===== src/rtl/nes_pad_pkg.sv =====
// Shared definitions for the NES joypad reader: FSM states, button bit
// positions and frame length in pad_clk half-periods.
package nes_pad_pkg;

  typedef enum logic [2:0] {
    IDLE     = 3'd0,
    LATCH    = 3'd1,
    SHIFT_LO = 3'd2,
    SHIFT_HI = 3'd3,
    DONE     = 3'd4
  } state_t;

  localparam int unsigned BTN_A      = 0;
  localparam int unsigned BTN_B      = 1;
  localparam int unsigned BTN_SELECT = 2;
  localparam int unsigned BTN_START  = 3;
  localparam int unsigned BTN_UP     = 4;
  localparam int unsigned BTN_DOWN   = 5;
  localparam int unsigned BTN_LEFT   = 6;
  localparam int unsigned BTN_RIGHT  = 7;

  // Latch (2 halves) plus 8 bits of low/high pad_clk halves.
  localparam int unsigned FRAME_HALVES = 18;

endpackage


===== src/rtl/nes_sync2.sv =====
// Generic two-flop synchronizer for a single asynchronous input bit.
module nes_sync2 (
  input  logic clk,
  input  logic rst_n,
  input  logic d,
  output logic q
);

  logic meta;

  always_ff @(posedge clk or negedge rst_n) begin
    if (!rst_n) begin
      meta <= 1'b0;
      q    <= 1'b0;
    end else begin
      meta <= d;
      q    <= meta;
    end
  end

endmodule


===== src/rtl/nes_pad_reader.sv =====
// Serial reader for one NES joypad: drives latch/clock strobes, shifts in
// eight active-high button bits and presents them as a parallel word.
module nes_pad_reader
  import nes_pad_pkg::*;
#(
  parameter int unsigned HALF_DIV = 6,
  parameter int unsigned POLL_GAP = 1000
) (
  input  logic       clk,
  input  logic       rst_n,
  input  logic       en,
  input  logic       start,
  input  logic       pad_data,
  output logic       pad_latch,
  output logic       pad_clk,
  output logic [7:0] btn,
  output logic       btn_vld,
  output logic       busy
);

  localparam int unsigned DIV_W = $clog2(HALF_DIV);
  localparam int unsigned GAP_W = $clog2(POLL_GAP + 1);
  localparam logic [DIV_W-1:0] DIV_LAST = DIV_W'(HALF_DIV - 1);
  localparam logic [GAP_W-1:0] GAP_LAST = GAP_W'(POLL_GAP - 1);

  state_t           state;
  logic [DIV_W-1:0] div;
  logic [2:0]       idx;
  logic [7:0]       shift;
  logic [GAP_W-1:0] gap;
  logic             data_s;
  logic             div_last;
  logic             trigger;

  nes_sync2 u_sync (
    .clk   (clk),
    .rst_n (rst_n),
    .d     (pad_data),
    .q     (data_s)
  );

  assign div_last = (div == DIV_LAST);
  assign trigger  = start || (en && (gap == GAP_LAST));

  always_ff @(posedge clk or negedge rst_n) begin
    if (!rst_n) begin
      state     <= IDLE;
      div       <= '0;
      idx       <= '0;
      shift     <= '0;
      gap       <= '0;
      pad_latch <= 1'b0;
      pad_clk   <= 1'b0;
      btn       <= '0;
      btn_vld   <= 1'b0;
      busy      <= 1'b0;
    end else begin
      btn_vld <= 1'b0;
      case (state)
        IDLE: begin
          if (trigger) begin
            state     <= LATCH;
            pad_latch <= 1'b1;
            busy      <= 1'b1;
            div       <= '0;
            idx       <= '0;
            gap       <= '0;
          end else if (!en) begin
            gap <= '0;
          end else if (gap != GAP_LAST) begin
            gap <= gap + 1'b1;
          end
        end

        // Latch spans two divider periods; idx[0] marks the second one.
        LATCH: begin
          if (div_last) begin
            div <= '0;
            if (idx[0]) begin
              state     <= SHIFT_LO;
              pad_latch <= 1'b0;
              idx       <= '0;
            end else begin
              idx <= 3'd1;
            end
          end else begin
            div <= div + 1'b1;
          end
        end

        SHIFT_LO: begin
          if (div_last) begin
            shift[idx] <= data_s;
            pad_clk    <= 1'b1;
            state      <= SHIFT_HI;
            div        <= '0;
          end else begin
            div <= div + 1'b1;
          end
        end

        SHIFT_HI: begin
          if (div_last) begin
            pad_clk <= 1'b0;
            div     <= '0;
            if (idx == 3'd7) begin
              state   <= DONE;
              btn     <= shift;
              btn_vld <= 1'b1;
            end else begin
              idx   <= idx + 1'b1;
              state <= SHIFT_LO;
            end
          end else begin
            div <= div + 1'b1;
          end
        end

        DONE: begin
          state <= IDLE;
          busy  <= 1'b0;
        end

        default: state <= IDLE;
      endcase
    end
  end

endmodule


===== config.mk =====
export PLATFORM = sky130hd
export DESIGN_NAME = nes_pad_reader
export DESIGN_NICKNAME = d
export VERILOG_FILES = /design/src/rtl/nes_pad_pkg.sv /design/src/rtl/nes_sync2.sv /design/src/rtl/nes_pad_reader.sv
export SDC_FILE = /design/constraint.sdc
export NUM_CORES = 1
export LEC_CHECK = 0
export CAP_MARGIN = 15
export CORE_ASPECT_RATIO = 0.5
export CORE_MARGIN = 5
export CORE_UTILIZATION = 50
export DETAILED_ROUTE_END_ITERATION = 8
export PLACE_DENSITY_LB_ADDON = 0.12
export SETUP_SLACK_MARGIN = 0.2
export SLEW_MARGIN = 20
export SYNTH_ARGS = -nofsm -noshare
export SYNTH_HDL_FRONTEND = slang
export SYNTH_SLANG_ARGS = --single-unit

===== constraint.sdc =====
create_clock -name clk -period 1.7 [get_ports clk]
set_input_delay 0.34 -clock clk [delete_from_list [all_inputs] [get_ports clk]]
set_output_delay 0.34 -clock clk [all_outputs]
set_load 0.01 [all_outputs]

==> out/qor.yml <==
global_routing:
  grt_antenna_before_repair: 0
  grt_max_degree: 22
  first_global_vias: 1571
  grt_overflow: 0
  grt_pass1_wl_um: 7660
  grt_usage_pct: 18.7
timing:
  relSlewSlack_pct: 65.4
  max_freq_mhz: 584
  whs_ns: 0.00851
  max_slew.worst_pin.slew_ns: 0.519
  finalHoldViolCount: 0
  setup_viol: 4
  setup_ws_ns: -0.0130
  rsz0062_at_grt: "true"
  slew_violations: 0
  finClkSkew_ns: 0.0155
  timing.final.crit_share_pct: 101
  period_needed_ns: 1.71
yosys:
  synth_cell_types: 44
  yosysTopAreaCell: "dfrtp_1"
  synth.most_common_cell: "dfrtp_1"
  yosys-top-cells-count: "dfrtp_1, mux2_2, nor2_1, nand2_1, o21ai_0"
  syn-cell-area_um2: 1970
  syn_area_per_cell_um2: 11.1
  ys_top_cells_by_area: "dfrtp_1, mux2_2, a22o_1"
  synth_flop_cell: "dfrtp_1"
  synth_warnings: 0
  synth_seq_area_share_pct: 52.1
  synth_cells: 178
  syn_nets: 186
  synth_edf_count: 0
  ys_seq_elements: 41
  synthArstFlopShare_pct: 100
  synth_top_cell_area_share_pct: 52.1
finish:
  post-route-util_pct: 72.5
  area_growth_pct: 41.6
  num_antenna_cells: 0
  drive_gt1_share_pct: 39.4
  num-nets-final: 238
pwr:
  irDropWorstVdd_mv: 0.435
  p_sw_share_pct: 20.9
  p_sw_mw: 0.393
  p_clk_share_pct: 44.2
  total_leakage_power_nw: 1.28
  p_int_mw: 1.49
  power.density_nw_per_um2: 675
  seqPwrFrac_pct: 52.6
  total_power_mw: 1.88
  pwr-share-comb_pct: 3.2
route:
  wirelength_um: 4680
  via_count: 1593
  drt-vias-per-instance: 5.59
  ant_nets: 0
  wire_per_inst_um: 16.4
  drt_pass1_iterations: 4
  drc: 0
  drt_iter0_drc: 113
die:
  num_io_pins: 17
  die_w_um: 98.7
  fp.dieH_um: 54.4
  num_rows: 16
  start_util_pct: 51.2
  coreArea_um2: 3840
  fp.dieArea_um2: 5370
hold_path:
  hold_class: "in2async"
status:
  violations: "negative setup slack"
  outcome: "complete, but fails checks"
clock_tree:
  clockBufferDepth: 2
  htree_num_levels: 2
  root_buffer: "clkbuf_8"
  clock_latency_ns: 0.30
  numCtsBuffers: 5
  cts.sink_count: 41
  clkTransAtPathRegs_ns: 0.08
  cts_tree: "built"
  postCtsHoldBufs: 0
critical_path:
  worst_setup_path_end_kind: "register"
  required_ns: 1.94
  crit_type: "reg2reg"
  start_kind: "register"
  arrival_ns: 1.95
  path_max_fanout: 3
  reg2regPathDepth: 7
job:
  maxCapViolCount: 0
place:
  hpwl_um: 3030
  place_ws_ns: -0.228
  place.gp.congestion: 0.798
  portBuffers: 16
-- metrics by stage --
step	cells	instance area, um^2	TNS [ns]
2_1_floorplan	178	2050	0
3_3_place_gp	266	2440	-1.04
3_5_place_dp	266	2440	-1.33
4_1_cts	283	2740	0
5_1_grt	285	2790	-0.389
6_report	285	2790	-0.0418
-- worst max-delay path, cell delays in order, from the launching register on --
cell and delay (ns):
dfrtp_1 0.42, ha_2 0.21, ha_4 0.16, nand2b_4 0.14, a221oi_4 0.25, buf_4 0.18, and4_1 0.21, a21o_1 0.09
-- worst paths after layout --
| check | slack [ns] | start | endpoint |
|---|---|---|---|
| max in group asynchronous | 1.20 | rst_n | gap[6] |
| max reg2reg | -0.01 | idx[0] | idx[2] |
| min reg2reg | 0.37 | u_sync.meta | u_sync.q |
| min | 0.009 | rst_n | btn_vld |
| min in group clk | 0.37 | u_sync.meta | u_sync.q |
| max | -0.01 | idx[0] | idx[2] |
-- cell type report --
class	instances	area (um^2)
clock buffers	6	82.6
fillers	259	1060
flip-flops and latches	41	1030
well taps	54	67.6
clock inverters	2	37.5
inverters	7	26.3
multi-input cells	123	1080
repair buffers	52	470
-- metal layers --
| layer | GRT usage (%) | vias to the layer above | part of all wire, % |
|---|---|---|---|
| met2 | 32.8 | 51 | 49 |
| met1 | 23.5 | 780 | 46 |
| met3 | 4.71 | 4 | 5.2 |
| met4 | 5.67 | 0 | 0.51 |
| met5 | 0 | - | 0 |
| li1 | - | 758 | - |
-- kinds of logic (layout without fill, tap and decap cells) --
| family | count (synthesis) | after routing | share of synthesized area [%] |
|---|---|---|---|
| AO/OA/AOI/OAI | 36 | 36 | 13.1 |
| buffers and inverters | 14 | 67 | 2.99 |
| AND/OR/NAND/NOR | 65 | 65 | 19.2 |
| adder cells (fa/ha/maj) | 3 | 3 | 1.91 |
| flip-flops | 41 | 41 | 52.1 |
| multiplexers | 18 | 18 | 10.2 |
| XOR/XNOR | 1 | 1 | 0.445 |
-- sequential cells by signal, summed over array words and instances (netlist names), 3 cells and up --
name	flops
idx	3
state	3
shift	8
div	3
gap	10
btn	8
-- power groups by stage --
stage	combinational (mW)	clock [mW]	sequential, mW
after floorplan	0.0126	0	1.01
after global placement	0.0514	0	1.01
after detailed placement	0.0529	0	1.01
after CTS	0.0585	0.853	0.989
after global routing	0.0679	0.891	0.991
final	0.0610	0.830	0.989
-- layout by cell type, fill, tap and decap left out, types with 3 or more instances in the layout --
cell	n
mux2_4	12
nand3_1	4
nand3b_1	3
nor3b_2	3
clkdlybuf4s50_1	3
a21oi_1	3
o21ai_2	3
mux2_2	4
buf_4	29
nor3_1	3
inv_1	7
nand2_1	11
a22o_1	6
dlygate4sd2_1	12
nor2b_1	3
and4_1	3
clkbuf_8	6
o21ai_1	3
dfrtp_1	40
nor2_1	9
buf_6	4
o21ai_0	4
o31ai_1	3
nor3_2	3
-- timing repair --
action                                 CTS  global route
setup buffers                            8             2
setup endpoints to repair               46            33
endpoints found under the hold margin    0             0
gates resized for setup                 40            10
cloned                                   1             0
pin swaps                               17             5
(Power assumes the default switching activity.)
